`src/rtl/instr_fetch_pkg.sv`:
```
`default_nettype none
// ============================================================================
//  Module   : instr_fetch_pkg
//  Purpose  : Shared processor-front-end types and constants: fetch FSM
//             encoding, PC update selects, default reset PC, data widths.
//  Revision : 1.0  initial release
// ============================================================================
package instr_fetch_pkg;

  // Widths of the instruction word and of the fetch address.
  localparam int unsigned INSTR_W = 32;
  localparam int unsigned ADDR_W  = 32;

  // First fetch address after reset unless the instance overrides it.
  localparam logic [ADDR_W-1:0] DEFAULT_RESET_PC = 32'h0040_0000;

  // Fetch controller states.
  typedef enum logic [1:0] {
    IDLE  = 2'd0,
    FETCH = 2'd1,
    STALL = 2'd2
  } fetch_state_e;

  // How the PC register moves on the next edge.
  typedef enum logic [1:0] {
    PC_HOLD = 2'd0,
    PC_INC  = 2'd1,
    PC_LOAD = 2'd2
  } pc_sel_e;

  // Force an address onto a word boundary by clearing the byte offset.
  function automatic logic [ADDR_W-1:0] word_align(input logic [ADDR_W-1:0] addr);
    return addr & ~32'h0000_0003;
  endfunction

endpackage
`default_nettype wire

```
`src/rtl/instr_fetch_if.sv`:
```
`default_nettype none
// ============================================================================
//  Module   : instr_fetch_if
//  Purpose  : Instruction-memory bus between the fetch unit (master) and the
//             synchronous-select / combinational-read SRAM (slave).
//  Revision : 1.0  initial release
// ============================================================================
interface instr_fetch_if;
  import instr_fetch_pkg::*;

  logic               mem_cs;
  logic               mem_oe;
  logic               mem_we;
  logic [ADDR_W-1:0]  mem_addr;
  logic [INSTR_W-1:0] mem_din;
  logic [INSTR_W-1:0] mem_dout;

  // Fetch unit side: drives the request, receives read data.
  modport master (
    output mem_cs,
    output mem_oe,
    output mem_we,
    output mem_addr,
    output mem_din,
    input  mem_dout
  );

  // Memory side: receives the request, returns read data.
  modport slave (
    input  mem_cs,
    input  mem_oe,
    input  mem_we,
    input  mem_addr,
    input  mem_din,
    output mem_dout
  );

endinterface
`default_nettype wire

```
`src/rtl/instr_fetch_pc_reg.sv`:
```
`default_nettype none
// ============================================================================
//  Module   : pc_reg
//  Purpose  : Program counter with hold / +4 / load selection. Loads are
//             word-aligned; the increment wraps modulo 2^32.
//  Revision : 1.0  initial release
// ============================================================================
module pc_reg
  import instr_fetch_pkg::*;
#(
  parameter logic [ADDR_W-1:0] RESET_PC = DEFAULT_RESET_PC
) (
  input  logic              clk,
  input  logic              rst,
  input  pc_sel_e           sel_i,
  input  logic [ADDR_W-1:0] load_addr_i,
  output logic [ADDR_W-1:0] pc_o
);

  logic [ADDR_W-1:0] pc_q;
  logic [ADDR_W-1:0] pc_d;

  // Next PC: hold, advance one word (natural 32-bit wrap), or jump aligned.
  always_comb begin
    pc_d = pc_q;
    case (sel_i)
      PC_INC:  pc_d = pc_q + 32'd4;
      PC_LOAD: pc_d = word_align(load_addr_i);
      default: pc_d = pc_q;
    endcase
  end

  // PC storage; reset returns to the configured boot address.
  always_ff @(posedge clk or posedge rst) begin
    if (rst) begin
      pc_q <= RESET_PC;
    end else begin
      pc_q <= pc_d;
    end
  end

  assign pc_o = pc_q;

endmodule
`default_nettype wire

```
`src/rtl/instr_fetch.sv`:
```
`default_nettype none
// ============================================================================
//  Module   : instr_fetch
//  Purpose  : Instruction fetch stage. Reads the word at PC from a
//             combinational-read instruction memory, registers it together
//             with its address for decode, and handles stall, back-pressure
//             and redirects (with misaligned-target fault pulse).
//  Revision : 1.0  initial release
// ============================================================================
module instr_fetch
  import instr_fetch_pkg::*;
#(
  parameter logic [ADDR_W-1:0] RESET_PC = DEFAULT_RESET_PC
) (
  input  logic               clk,
  input  logic               rst,
  input  logic               stall_i,
  input  logic               redirect_valid_i,
  input  logic [ADDR_W-1:0]  redirect_target_i,
  input  logic               instr_ready_i,
  instr_fetch_if.master      mem_if,
  output logic [INSTR_W-1:0] instr_o,
  output logic [ADDR_W-1:0]  instr_pc_o,
  output logic               instr_valid_o,
  output logic               fetch_fault_o,
  output logic [31:0]        fetch_count_o
);

  fetch_state_e       state_q;
  logic [INSTR_W-1:0] instr_q;
  logic [ADDR_W-1:0]  instr_pc_q;
  logic               instr_valid_q;
  logic               fetch_fault_q;
  logic [31:0]        fetch_count_q;

  logic [ADDR_W-1:0]  pc;
  pc_sel_e            pc_sel;
  logic               xfer;
  logic               take_redirect;
  logic               take_load;

  // Per-cycle decisions shared by the PC register and the output register.
  // A redirect wins over everything but is meaningless before the first fetch.
  always_comb begin
    xfer          = instr_valid_q & instr_ready_i;
    take_redirect = redirect_valid_i && (state_q != IDLE);
    take_load     = (state_q == FETCH) && !take_redirect && !stall_i &&
                    (!instr_valid_q || instr_ready_i);
    pc_sel        = PC_HOLD;
    if (take_redirect) begin
      pc_sel = PC_LOAD;
    end else if (take_load) begin
      pc_sel = PC_INC;
    end
  end

  pc_reg #(
    .RESET_PC (RESET_PC)
  ) u_pc_reg (
    .clk         (clk),
    .rst         (rst),
    .sel_i       (pc_sel),
    .load_addr_i (redirect_target_i),
    .pc_o        (pc)
  );

  // Fetch FSM and decode-facing output register. A transfer consumes the
  // held word and is counted even when a redirect flushes in the same cycle.
  always_ff @(posedge clk or posedge rst) begin
    if (rst) begin
      state_q       <= IDLE;
      instr_q       <= '0;
      instr_pc_q    <= '0;
      instr_valid_q <= 1'b0;
      fetch_fault_q <= 1'b0;
      fetch_count_q <= '0;
    end else begin
      fetch_fault_q <= 1'b0;
      if (xfer) begin
        fetch_count_q <= fetch_count_q + 32'd1;
        instr_valid_q <= 1'b0;
      end
      case (state_q)
        IDLE: begin
          state_q <= FETCH;
        end
        FETCH: begin
          if (take_redirect) begin
            instr_valid_q <= 1'b0;
            fetch_fault_q <= |redirect_target_i[1:0];
          end else if (stall_i) begin
            state_q <= STALL;
          end else if (take_load) begin
            instr_q       <= mem_if.mem_dout;
            instr_pc_q    <= pc;
            instr_valid_q <= 1'b1;
          end
        end
        STALL: begin
          if (take_redirect) begin
            instr_valid_q <= 1'b0;
            fetch_fault_q <= |redirect_target_i[1:0];
          end else if (!stall_i) begin
            state_q <= FETCH;
          end
        end
        default: begin
          state_q <= IDLE;
        end
      endcase
    end
  end

  // Memory is read-only from here; select/enable only while fetching.
  assign mem_if.mem_cs   = (state_q == FETCH);
  assign mem_if.mem_oe   = (state_q == FETCH);
  assign mem_if.mem_we   = 1'b0;
  assign mem_if.mem_din  = '0;
  assign mem_if.mem_addr = pc;

  assign instr_o       = instr_q;
  assign instr_pc_o    = instr_pc_q;
  assign instr_valid_o = instr_valid_q;
  assign fetch_fault_o = fetch_fault_q;
  assign fetch_count_o = fetch_count_q;

endmodule
`default_nettype wire

```
`src/flat_wrapper.sv`:
```
// flat-port wrapper written by rule: the top's interface ports become plain ports
module instr_fetch_flat import instr_fetch_pkg::*;
#(
  parameter logic [ADDR_W-1:0] RESET_PC = DEFAULT_RESET_PC
)
  (clk, rst, stall_i, redirect_valid_i, redirect_target_i, instr_ready_i, instr_o, instr_pc_o, instr_valid_o, fetch_fault_o, fetch_count_o, mem_if_mem_cs, mem_if_mem_oe, mem_if_mem_we, mem_if_mem_addr, mem_if_mem_din, mem_if_mem_dout);
  instr_fetch_if mem_if_i ();
  input  logic clk;
  input  logic rst;
  input  logic stall_i;
  input  logic redirect_valid_i;
  input  logic [ADDR_W-1:0] redirect_target_i;
  input  logic instr_ready_i;
  output logic [INSTR_W-1:0] instr_o;
  output logic [ADDR_W-1:0] instr_pc_o;
  output logic instr_valid_o;
  output logic fetch_fault_o;
  output logic [31:0] fetch_count_o;
  output wire logic [$bits(mem_if_i.mem_cs)-1:0] mem_if_mem_cs;
  output wire logic [$bits(mem_if_i.mem_oe)-1:0] mem_if_mem_oe;
  output wire logic [$bits(mem_if_i.mem_we)-1:0] mem_if_mem_we;
  output wire logic [$bits(mem_if_i.mem_addr)-1:0] mem_if_mem_addr;
  output wire logic [$bits(mem_if_i.mem_din)-1:0] mem_if_mem_din;
  input wire logic [$bits(mem_if_i.mem_dout)-1:0] mem_if_mem_dout;
  assign mem_if_mem_cs = mem_if_i.mem_cs;
  assign mem_if_mem_oe = mem_if_i.mem_oe;
  assign mem_if_mem_we = mem_if_i.mem_we;
  assign mem_if_mem_addr = mem_if_i.mem_addr;
  assign mem_if_mem_din = mem_if_i.mem_din;
  assign mem_if_i.mem_dout = mem_if_mem_dout;
  instr_fetch #(.RESET_PC(RESET_PC)) u_core (.clk(clk), .rst(rst), .stall_i(stall_i), .redirect_valid_i(redirect_valid_i), .redirect_target_i(redirect_target_i), .instr_ready_i(instr_ready_i), .mem_if(mem_if_i), .instr_o(instr_o), .instr_pc_o(instr_pc_o), .instr_valid_o(instr_valid_o), .fetch_fault_o(fetch_fault_o), .fetch_count_o(fetch_count_o));
endmodule
```
`config.mk`:
```
export PLATFORM = sky130hd
export DESIGN_NAME = instr_fetch_flat
export DESIGN_NICKNAME = d
export VERILOG_FILES = /design/src/rtl/instr_fetch_pkg.sv /design/src/rtl/instr_fetch_if.sv /design/src/rtl/instr_fetch_pc_reg.sv /design/src/rtl/instr_fetch.sv /design/src/flat_wrapper.sv
export SDC_FILE = /design/constraint.sdc
export NUM_CORES = 1
export LEC_CHECK = 0
export CAP_MARGIN = 10
export CELL_PAD_IN_SITES_DETAIL_PLACEMENT = 1
export CELL_PAD_IN_SITES_GLOBAL_PLACEMENT = 1
export CORE_UTILIZATION = 29
export DETAILED_ROUTE_END_ITERATION = 10
export PLACE_DENSITY = 0.75
export SLEW_MARGIN = 20
export SYNTH_ARGS = -nofsm -noshare
export SYNTH_HDL_FRONTEND = slang
export SYNTH_SLANG_ARGS = --single-unit
```
`constraint.sdc`:
```
create_clock -name clk -period 4.2 [get_ports clk]
set_clock_uncertainty 0.2 [all_clocks]
set_input_delay 0.84 -clock clk [delete_from_list [all_inputs] [get_ports clk]]
set_output_delay 0.84 -clock clk [all_outputs]
set_load 0.02 [all_outputs]
```
# Word level (Yosys, flattened, before mapping)
# Index checks and enable logic that the tools add are counted.
[totals] ff_bits=132 inputBits=69 out_inout_bits=165 elab_cells=51
[classes] n_addsub=2 eq_ne=8 mux=16 bitwise_logic=3 n_reduce_logical=15
[op_table] op="$pmux W32 S2" n=1
[op_table] op="$add A32 B1 Y32 const B" n=1
[op_table] op="$add A32 B3 Y32 const B" n=1
[op_table] op="$mux W2" n=5
[op_table] op="$mux W1" n=8
[op_table] op="$ne A2 B2 Y1 const B" n=4
[op_table] op="$reduce_and A4 Y1" n=2
[op_table] op="$pmux W2 S3" n=1
[op_table] op="$eq A2 B1 Y1 const B" n=2
[op_table] op="$eq A2 B2 Y1 const B" n=2
[op_table] op="$logic_and A1 B1 Y1" n=4
[op_table] op="$reduce_bool A2 Y1" n=2
[op_table] op="$reduce_or A2 Y1" n=2
[op_table] op="$logic_not A1 Y1" n=3
[op_table] op="$logic_not A2 Y1" n=1
[op_table] op="$not A1 Y1" n=2
[op_table] op="$pmux W1 S2" n=1
[op_table] op="$and A1 B1 Y1" n=1
[op_table] op="$logic_or A1 B1 Y1" n=1

# Longest topological paths before layout
# Gate-level depths: netlist of the first run.
[depth] word_depth=10 depth_mapped=10 depth_no_buf=7

# Modules after synthesis
# A second synthesis of the first run with hierarchy kept.
[hier_totals] hier_cells=566 area_unflattened_um2=6416.2
[modules_own_cells] module="instr_fetch" n_inst=1 cells_each=318 area_each_um2=4361.7 seq_area_each_um2=2502.4
[modules_own_cells] module="pc_reg" n_inst=1 cells_each=248 area_each_um2=2054.5 seq_area_each_um2=752.0

# Worst setup path before layout of the first run
# No wires, ideal clock.
[synth_path] kind="input to register" start="input redirect_valid_i" end="register u_core.u_pc_reg.pc_q[18] (netlist: u_core.u_pc_reg.pc_o[18])" setup_ps=126 arrival_ps=2263 required_ps=3874 slack_ps=1611 cell_stages=6 n_path_buf=1 path_cell_list="nand2b_1 buf_2 nand4b_2 or4_4 and3_1 a221o_1"
[synth_via] elab_chain_cells=9 elab_cells_between_ends=11 classes_between="2 x eq/ne; 3 x mux; 6 x reduce/logical"
[synth_lines] element="start, declared" line="flat_wrapper.sv:11" text="input logic redirect_valid_i;"
[synth_lines] element="$logic_and A1 B1 Y1 *" line="instr_fetch.sv:46" text="take_redirect = redirect_valid_i && (state_q != IDLE);"
[synth_lines] element="$logic_not A1 Y1" line="instr_fetch.sv:47" text="take_load = (state_q == FETCH) && !take_redirect && !stall_i &&"
[synth_lines] element="$logic_and A1 B1 Y1 (3 in a row)" line="instr_fetch.sv:47"
[synth_lines] element="$mux W1" line="instr_fetch.sv:52" text="end else if (take_load) begin"
[synth_lines] element="$mux W2 *" line="instr_fetch.sv:50" text="if (take_redirect) begin"
[synth_lines] element="$eq A2 B2 Y1 / $eq A2 B1 Y1 (equally long branches)" line="instr_fetch_pc_reg.sv:26" text="case (sel_i)"
[synth_lines] element="$pmux W32 S2 / $reduce_bool A2 Y1 (equally long branches)"
[synth_lines] element="end signal, assigned" line="instr_fetch_pc_reg.sv:38" text="pc_q <= pc_d;"
[synth_lines] element="end, declared" line="instr_fetch_pc_reg.sv:20" text="logic [ADDR_W-1:0] pc_q;"
# Mark *: on every way between the ends. The rest lies on a longest branch, timed or not.
# A chain may end at the register's enable or synchronous reset.

# Final worst setup path of the first run
[layout_path] start="register u_core.state_q[1]" end="output mem_if_mem_oe"
[layout_via] elab_chain_cells=1
[layout_lines] element="start, declared" line="instr_fetch.sv:29" text="fetch_state_e state_q;"
[layout_lines] element="start signal, assigned" line="instr_fetch.sv:71" text="state_q <= IDLE;"
[layout_lines] element="start signal, assigned" line="instr_fetch.sv:85" text="state_q <= FETCH;"
[layout_lines] element="start signal, assigned" line="instr_fetch.sv:92" text="state_q <= STALL;"
[layout_lines] element="$eq A2 B1 Y1" line="instr_fetch.sv:116" text="assign mem_if.mem_oe = (state_q == FETCH);"
[layout_lines] element="end, declared" line="flat_wrapper.sv:20" text="output wire logic [$bits(mem_if_i.mem_oe)-1:0] mem_if_mem_oe;"
# No other way between the ends.

==> impl_metrics.ini, run 1 <==
[status]
status = complete, no violations

[power]
ir_drop_mv = 0.315
clkPwrFrac_pct = 25.6
p_int_mw = 3.92
power_density_mw_per_mm2 = 726
p_sw_mw = 2.52
p_leak_nw = 3.93
seqPwrFrac_pct = 33.5
switching_share_pct = 39.2
p_comb_share_pct = 40.9

[clock_tree]
h-tree-depth = 4
ctsHoldBuffers = 0
ctsResizeCount = 0
post_cts_buffers = 0
cts_buffers = 17
clk_latency_ns = 0.42
cts_tree = built
cts.sink_count = 128
clockBufferDepth = 2
root_buffer = clkbuf_16
clkTransAtPathRegs_ns = 0.06

[synthesis]
synth_edf_count = 0
ys_ff_latch = 128
synth_top_cell_area_share_pct = 51.9
avgSynthCellArea_um2 = 9.30
synth_cell_types = 52
synth_compound_area_share_pct = 5.80
ys.flop_type = dfrtp_1
synth_simple_gate_area_share_pct = 26.5
synthXorXnorAreaFrac_pct = 6.15
yosysWarnings = 0
synth_top_family_by_area = simple AND/OR/NAND/NOR gates
synthMuxAreaShare_pct = 0.858
synth_most_common_cell = nand2_1
ys_seq_area_share_pct = 52.3
synthArstFlopShare_pct = 100
ys_top_cells_by_count = nand2_1 (235), dfrtp_1 (127), buf_4 (40)
yosysTopAreaCell = dfrtp_1
synthAdderAreaFrac_pct = 1.23
syn_area_mm2 = 0.00613
synth_area_leaders = dfrtp_1 (52%), nand2_1 (14%), buf_4 (4.9%)
postSynthCellCount = 659

[critical_path]
critPathKind = register to output pin
cp.required_ns = 3.16
worstPathMaxFanout = 8
cp.arrival_ns = 2.05
critPathCaptureType = output pin
critPathLaunchType = register

[floorplanning]
die_x_um = 147
num_rows = 52
start_util_pct = 29.9
pin_count = 234
die_height_um = 147
coreArea_mm2 = 0.0205
die-area_mm2 = 0.0217

[route]
drt_pass1_iterations = 4
drc = 0
avgRoutedWirePerCell_um = 16.8
vias = 5336
drt-initial-drc-count = 195
ant_nets = 0
vias_per_cell = 4.72
wirelength_um = 19100

[placed_design]
place_congestion = 0.800
dp_hpwl_um = 13600
port_buffers = 196

[timing]
rsz0062_at_grt = no
slew_viol_final = 0
hold_viol = 0
fmax_ghz = 0.323
setup_viol = 0
tns_ns = 0
relSlewSlack_pct = 47.5
worst_pin_slew_ns = 0.780
final.min_clock_period_ns = 3.09
min_period_over_period_pct = 73.6

[layout]
n_antenna_cell = 0
syn_to_final_growth_pct = 45.0
drive_gt1_share_pct = 6.39
fin_util_pct = 43.3
fin_nets = 923

[global_route]
grtUsageTotal_pct = 18.0
grt_pass1_wl_um = 30300
gr-total-overflow = 0
grt_pass1_vias = 5503
grt_max_degree = 129
antenna_found_initial = 0

[job]
maxCapViolations = 0

[worst_hold_path]
hold_path_class = register to register
-- worst max-delay path: stages (launching register included) --
cell and delay (ns):
dfrtp_1 0.39, inv_1 0.10, ha_1 0.40, clkdlybuf4s50_1 0.74
-- placed cells by master, fill, tap and decap left out, types with 10 or more instances in the layout --
| cell | instances |
|---|---|
| clkbuf_16 | 17 |
| clkdlybuf4s50_1 | 196 |
| conb_1 | 37 |
| dfrtp_1 | 127 |
| nand2_1 | 235 |
| nand3_1 | 32 |
| nand4_1 | 16 |
| nor2_1 | 13 |
| o21ai_0 | 16 |
| xnor2_1 | 33 |
| xor2_1 | 10 |
-- power by group through the flow --
stage | combinational, mW | clock (mW) | sequential [mW]
after floorplan | 0.963 | 0 | 2.56
after global placement | 2.60 | 0 | 2.17
after detailed placement | 2.66 | 0 | 2.18
after CTS | 2.68 | 1.69 | 2.17
after global routing | 2.86 | 1.74 | 2.24
final | 2.63 | 1.65 | 2.16
-- registers in the layout, indices dropped and copies added (netlist names) --
name                  flops
u_core.fetch_count_o     32
u_core.fetch_fault_o      1
u_core.instr_o           32
u_core.instr_pc_o        30
u_core.instr_valid_o      1
u_core.state_q            2
u_core.u_pc_reg.pc_o     30
-- logic make-up (layout without fill, tap and decap cells) --
logic type | Yosys count | after routing
buffers and inverters | 74 | 240
adder cells (fa/ha/maj) | 6 | 6
other | 1 | 37
AO/OA/AOI/OAI | 53 | 53
AND/OR/NAND/NOR | 349 | 349
multiplexers | 5 | 5
XOR/XNOR | 43 | 43
flip-flops | 128 | 128
-- per-stage QoR --
step                      total power [mW]  setup slack (ns)  instance area, um2  std cells  hold slack [ns]
after floorplan                       3.52              1.58                6260        695            0.306
after global placement                4.77             0.908                8230       1099            0.256
after detailed placement              4.85             0.794                8230       1099            0.263
after CTS                             6.53              1.08                8880       1131            0.279
after global routing                  6.83              1.03                8880       1131            0.302
final                                 6.45              1.11                8880       1131            0.273
-- layer usage --
layer	track usage, %	vias up	share of wire, %
li1	-	2498	-
met1	23.3	2633	46
met2	29.2	170	47
met3	3.48	35	4.4
met4	8.09	0	2.8
met5	0	-	0
-- area by class of cell --
| type | instances | area, um2 |
|---|---|---|
| clock inverters | 15 | 231 |
| inverters | 5 | 22.5 |
| well taps | 270 | 338 |
| multi-input cells | 493 | 2640 |
| clock buffers | 17 | 425 |
| fillers | 2349 | 11600 |
| repair buffers | 203 | 2030 |
| flip-flops and latches | 128 | 3200 |
-- path summary, 6_finish.rpt --
check | start | to | slack (ns) | cells past startpoint
worst max-delay path | u_core.state_q[1]$_DFFE_PP0P_ | mem_if_mem_oe | 1.11 | 3
worst min register to register | u_core.instr_o[31]$_DFFE_PP0P_ | u_core.instr_o[31]$_DFFE_PP0P_ | 0.27 | 2
max in group asynchronous | rst | u_core.instr_pc_o[4]$_DFFE_PP0P_ | 2.45 | 3
worst max register to register | u_core.state_q[1]$_DFFE_PP0P_ | u_core.u_pc_reg.pc_o[8]$_DFFE_PP0P_ | 1.47 | 7
min in group asynchronous | rst | u_core.instr_o[0]$_DFFE_PP0P_ | 0.75 | 3
worst min-delay path | u_core.instr_o[31]$_DFFE_PP0P_ | u_core.instr_o[31]$_DFFE_PP0P_ | 0.27 | 2
Note: power is estimated with default switching activity, not from simulation.
==> run 2, diff against run 1 <==
--- a/config.mk
+++ b/config.mk
@@ -8,9 +8,9 @@
 export CAP_MARGIN = 10
 export CELL_PAD_IN_SITES_DETAIL_PLACEMENT = 1
 export CELL_PAD_IN_SITES_GLOBAL_PLACEMENT = 1
-export CORE_UTILIZATION = 29
+export CORE_UTILIZATION = 32
 export DETAILED_ROUTE_END_ITERATION = 10
-export PLACE_DENSITY = 0.75
+export PLACE_DENSITY = 0.79
 export SLEW_MARGIN = 20
 export SYNTH_ARGS = -nofsm -noshare
 export SYNTH_HDL_FRONTEND = slang
==> constraint.sdc (replaced) <==
create_clock -name clk -period 2.9 [get_ports clk]
set_clock_uncertainty 0.2 [all_clocks]
set_input_delay 0.58 -clock clk [delete_from_list [all_inputs] [get_ports clk]]
set_output_delay 0.58 -clock clk [all_outputs]
set_load 0.02 [all_outputs]
==> impl_metrics.ini, run 2 (synthesis gave the netlist of run 1 again) <==
[status]
status = complete, no violations

[critical_path]
cpPeakStageDelay_ns = 0.71
cp_slowest_cell = clkdlybuf4s50_1
startpoint = u_core.state_q[1]$_DFFE_PP0P_
path_cells = inv_1, ha_1, clkdlybuf4s50_1
path_delay_family = buffers and inverters
cp.arrival_ns = 2.03
critPathCaptureType = output pin
worstPathMaxFanout = 8
reg2reg_from = u_core.state_q[1]$_DFFE_PP0P_
cp.required_ns = 2.12
critPathLaunchType = register
path_buf_inv = 2
critPathKind = register to output pin

[job]
maxCapViolations = 0

[clock_tree]
ctsHoldBuffers = 0
cts_buffers = 17
post_cts_buffers = 0
h-tree-depth = 4
cts_tree = built
clk_latency_ns = 0.42
clockBufferDepth = 2
cts.sink_count = 128
root_buffer = clkbuf_16
clkTransAtPathRegs_ns = 0.06
ctsResizeCount = 0

[global_route]
grt_pass1_wl_um = 30300
grt_pass1_vias = 5568
gr-total-overflow = 0
grt_max_degree = 53
grtUsageTotal_pct = 19.9
antenna_found_initial = 0

[route]
vias = 5397
drt_pass1_iterations = 4
avgRoutedWirePerCell_um = 17.1
wirelength_um = 19000
vias_per_cell = 4.85
ant_nets = 0
drt-initial-drc-count = 180
drc = 0

[worst_hold_path]
worstHoldStart = u_core.instr_pc_o[2]$_DFFE_PP0P_
hold_path_class = register to register

[timing]
slew_viol_final = 0
relSlewSlack_pct = 58.8
min_period_over_period_pct = 97.1
final.min_clock_period_ns = 2.81
rsz0062_at_grt = no
worst_pin_slew_ns = 0.617
hold_viol = 0
fmax_ghz = 0.355
setup_viol = 0

[floorplanning]
pin_count = 234
die_x_um = 140
coreArea_mm2 = 0.0187
num_rows = 50
start_util_pct = 32.7
die_height_um = 140
die-area_mm2 = 0.0197

[layout]
drive_gt1_share_pct = 8.09
syn_to_final_growth_pct = 46.1
fin_nets = 940
fin_cells = 1112
final_cell_mix = nand2_1 (235), clkdlybuf4s50_1 (196), dfrtp_1 (127)
n_antenna_cell = 0
fin_util_pct = 47.9
seq_area_mm2 = 0.00320
layout_commonest_cell = nand2_1
multiInputGateArea_mm2 = 0.00264
n_fill_cell = 2139

[power]
p_comb_share_pct = 43.3
clkPwrFrac_pct = 23.2
ir_drop_mv = 0.427
p_int_mw = 5.52
total_power_mw = 9.18
power_density_mw_per_mm2 = 1030
switching_share_pct = 39.9
seqPwrFrac_pct = 33.5
p_leak_nw = 3.98
p_sw_mw = 3.66

[placed_design]
place_congestion = 0.793
dp_hpwl_um = 13900
placedCellCount = 1080
port_buffers = 196
-- run 2: cell count changes in the layout (fill, tap and decap cells not counted) --
cell / change
clkbuf_8: +2
inv_6: -4
clkbuf_1: +1
bufinv_16: -3
buf_4: +13
buf_12: +4
clkinvlp_4: +4
-- run 2: final cells by class --
type | instances | area share (%)
timing repair buffer | 220 | 24.6
tap | 234 | 3.27
sequential | 128 | 35.8
inverter | 5 | 0.252
multi-input combinational | 493 | 29.4
clock buffer | 20 | 5.10
clock inverter | 12 | 1.52
-- run 2: power groups by stage --
| stage | Clock (mW) | Sequential (mW) | Combinational, mW |
|---|---|---|---|
| after global placement | 0 | 3.07 | 3.91 |
| after detailed placement | 0 | 3.11 | 4.01 |
| after CTS | 2.20 | 3.08 | 4.03 |
| after global routing | 2.26 | 3.17 | 4.28 |
| final | 2.13 | 3.07 | 3.97 |
| after floorplan | 0 | 3.71 | 1.39 |
-- run 2: layer usage --
layer | global-route usage, % | wire (um) | up-vias
li1 | - | - | 2540
met1 | 25.1 | 8530 | 2663
met2 | 33.3 | 9240 | 170
met3 | 4.79 | 907 | 24
met4 | 6.71 | 357 | 0
met5 | 0 | 0 | -
-- run 2: tightest hold or removal path: stages, from the launching register on --
cell and delay (ns):
dfrtp_1 0.34, nand2_1 0.05, nand2_1 0.05
-- run 2: path summary, 6_finish.rpt --
| kind | end | slack (ns) | cells past startpoint |
|---|---|---|---|
| setup / recovery | mem_if_mem_oe | 0.09 | 3 |
| hold / removal | u_core.instr_pc_o[2]$_DFFE_PP0P_ | 0.27 | 2 |
| setup reg to reg | u_core.u_pc_reg.pc_o[7]$_DFFE_PP0P_ | 0.38 | 7 |
| hold reg to reg | u_core.instr_pc_o[2]$_DFFE_PP0P_ | 0.27 | 2 |
| max in group asynchronous | u_core.u_pc_reg.pc_o[22]$_DFFE_PP1P_ | 1.46 | 3 |
| min in group asynchronous | u_core.fetch_count_o[31]$_DFFE_PP0P_ | 0.40 | 2 |
-- run 2: stage by stage --
stage / hold WS (ns) / area (um2) / setup WS, ns / TNS [ns]
final: 0.269 / 8950 / 0.0852 / 0
after global routing: 0.286 / 8950 / 0.00298 / 0
after CTS: 0.277 / 8950 / 0.0365 / 0
after detailed placement: 0.261 / 8360 / -0.000169 / -0.000169
after global placement: 0.256 / 8360 / 0.0814 / 0
after floorplan: 0.306 / 6260 / 0.447 / 0
==> run 3, diff against run 2 <==
--- a/config.mk
+++ b/config.mk
@@ -5,6 +5,7 @@
 export SDC_FILE = /design/constraint.sdc
 export NUM_CORES = 1
 export LEC_CHECK = 0
+export ABC_AREA = 1
 export CAP_MARGIN = 10
 export CELL_PAD_IN_SITES_DETAIL_PLACEMENT = 1
 export CELL_PAD_IN_SITES_GLOBAL_PLACEMENT = 1
==> impl_metrics.ini, run 3 <==
[critical_path]
critPathKind = register to output pin
crit_end = mem_if_mem_cs
worstPathMaxFanout = 5
cp.arrival_ns = 1.89
r2r_cells = 11
startpoint = u_core.state_q[1]$_DFFE_PP0P_
reg2reg_from = u_core.state_q[0]$_DFFE_PP0P_
cp.required_ns = 2.12
critPathLaunchType = register
reg2reg_to = u_core.u_pc_reg.pc_o[11]$_DFFE_PP0P_
reg2reg_slack_ns = 0.66
critPathCaptureType = output pin

[timing]
hold_viol = 0
fin_ws_ns = 0.234
min_period_over_period_pct = 91.9
rsz0062_at_grt = no
slew_viol_final = 0
fmax_ghz = 0.375
setup_viol = 0
final.min_clock_period_ns = 2.67
tns_ns = 0

[power]
seqPwrFrac_pct = 32.8
p_comb_share_pct = 44.0
clkPwrFrac_pct = 23.3
p_sw_mw = 3.89
switching_share_pct = 41.1
p_leak_nw = 4.33
ir_drop_mv = 0.461
p_int_mw = 5.58
power_density_mw_per_mm2 = 1000
total_power_mw = 9.47

[route]
wirelength_um = 21100
vias_per_cell = 4.62
vias = 6309
drt-initial-drc-count = 223
avgRoutedWirePerCell_um = 15.4
drt_pass1_iterations = 4
ant_nets = 0
drc = 0

[synthesis]
syn_area_mm2 = 0.00670
ys_ff_latch = 128
ys.flop_type = dfrtp_1
synth_most_common_cell = nand2_1
ys_seq_area_share_pct = 47.9
ys_top_cells_by_count = nand2_1 (343), dfrtp_1 (127), nor2_1 (95)
postSynthCellCount = 880
synth_cell_types = 32
synth_top_cell_area_share_pct = 47.5
yosysTopAreaCell = dfrtp_1
synth_edf_count = 0
synth_area_leaders = dfrtp_1 (47%), nand2_1 (19%), nor2_1 (5.3%)
synthArstFlopShare_pct = 100
yosysWarnings = 0
avgSynthCellArea_um2 = 7.61

[placed_design]
dp_slack_ns = 0.350
place_congestion = 0.871
port_buffers = 196
dp_hpwl_um = 16000

[status]
status = complete, no violations

[global_route]
grt_max_degree = 65
antenna_found_initial = 1
grtUsageTotal_pct = 20.5
grt_pass1_vias = 6660
grt_pass1_wl_um = 34600
gr-total-overflow = 0

[clock_tree]
post_cts_buffers = 0
cts.sink_count = 128
h-tree-depth = 4
ctsResizeCount = 0
ctsHoldBuffers = 0
clockBufferDepth = 2
cts_buffers = 17
cts_tree = built
clkTransAtPathRegs_ns = 0.06
clk_latency_ns = 0.41
root_buffer = clkbuf_16

[floorplanning]
die-area_mm2 = 0.0215
die_x_um = 147
num_rows = 52
start_util_pct = 32.9
die_height_um = 147
coreArea_mm2 = 0.0204
pin_count = 234

[layout]
fin_util_pct = 46.5
drive_gt1_share_pct = 6.84
layout_commonest_cell = nand2_1
syn_to_final_growth_pct = 41.5
fin_nets = 1158
final_cell_mix = nand2_1 (343), clkdlybuf4s50_1 (196), dfrtp_1 (127)
n_fill_cell = 2477

[worst_hold_path]
hold_path_class = register to register

[job]
maxCapViolations = 0
-- run 3: final cells by class --
type / count / area [um2] / area share [%]
sequential: 128 / 3200 / 33.8
multi-input combinational: 664 / 3000 / 31.7
timing repair buffer: 207 / 2070 / 21.8
clock buffer: 19 / 443 / 4.68
tap: 270 / 338 / 3.57
inverter: 65 / 248 / 2.62
clock inverter: 13 / 164 / 1.73
antenna: 1 / 2.50 / 0.0264
-- run 3: worst max-delay path, cell delays in order (launching register included) --
cell and delay, ns:
dfrtp_1 0.38, inv_1 0.12, ha_1 0.32, clkdlybuf4s50_1 0.66
-- run 3: worst min path at each step --
stage	startpoint	to	slack, ns	depth (start not counted)
final	u_core.fetch_count_o[31]$_DFFE_PP0P_	u_core.fetch_count_o[31]$_DFFE_PP0P_	0.26	1
after global routing	u_core.fetch_count_o[31]$_DFFE_PP0P_	u_core.fetch_count_o[31]$_DFFE_PP0P_	0.28	1
after CTS	u_core.fetch_count_o[31]$_DFFE_PP0P_	u_core.fetch_count_o[31]$_DFFE_PP0P_	0.27	1
after detailed placement	u_core.fetch_count_o[31]$_DFFE_PP0P_	u_core.fetch_count_o[31]$_DFFE_PP0P_	0.26	1
after global placement	u_core.instr_o[14]$_DFFE_PP0P_	u_core.instr_o[14]$_DFFE_PP0P_	0.25	2
after floorplan	u_core.state_q[1]$_DFFE_PP0P_	u_core.state_q[1]$_DFFE_PP0P_	0.34	2
-- run 3: power groups by stage --
stage | registers, mW | logic, mW | clock network, mW
finish | 3.10 | 4.16 | 2.20
floorplan | 3.74 | 1.55 | 0
CTS | 3.11 | 4.23 | 2.26
detailed placement | 3.12 | 4.21 | 0
global route | 3.22 | 4.55 | 2.33
global placement | 3.12 | 4.10 | 0
-- run 3: per-stage QoR --
stage,instances,instance area (um2),hold WS [ns]
4_1_cts,1366,9470,0.268
3_5_place_dp,1334,8860,0.256
6_report,1367,9470,0.263
5_1_grt,1367,9470,0.284
3_3_place_gp,1334,8860,0.252
2_1_floorplan,916,6840,0.343
-- run 3: cell families after synthesis --
kind of cell | after synthesis | synth area share (%)
adders and majority gates | 6 | 1.12
DFF | 128 | 47.9
other | 1 | 0.0560
and+or+nand+nor | 539 | 33.5
buffers and inverters | 124 | 9.30
xor gates and xnor gates | 26 | 3.40
AOI/OAI and AO/OA | 56 | 4.80
-- run 3: per-layer routing --
metal	track usage [%]	vias up	wire length, um	share of wire, %
li1	-	3086	-	-
met5	0	-	0	0
met1	26.3	3027	9430	45
met3	4.72	25	1120	5.3
met4	7.19	0	497	2.4
met2	33.7	171	10100	48
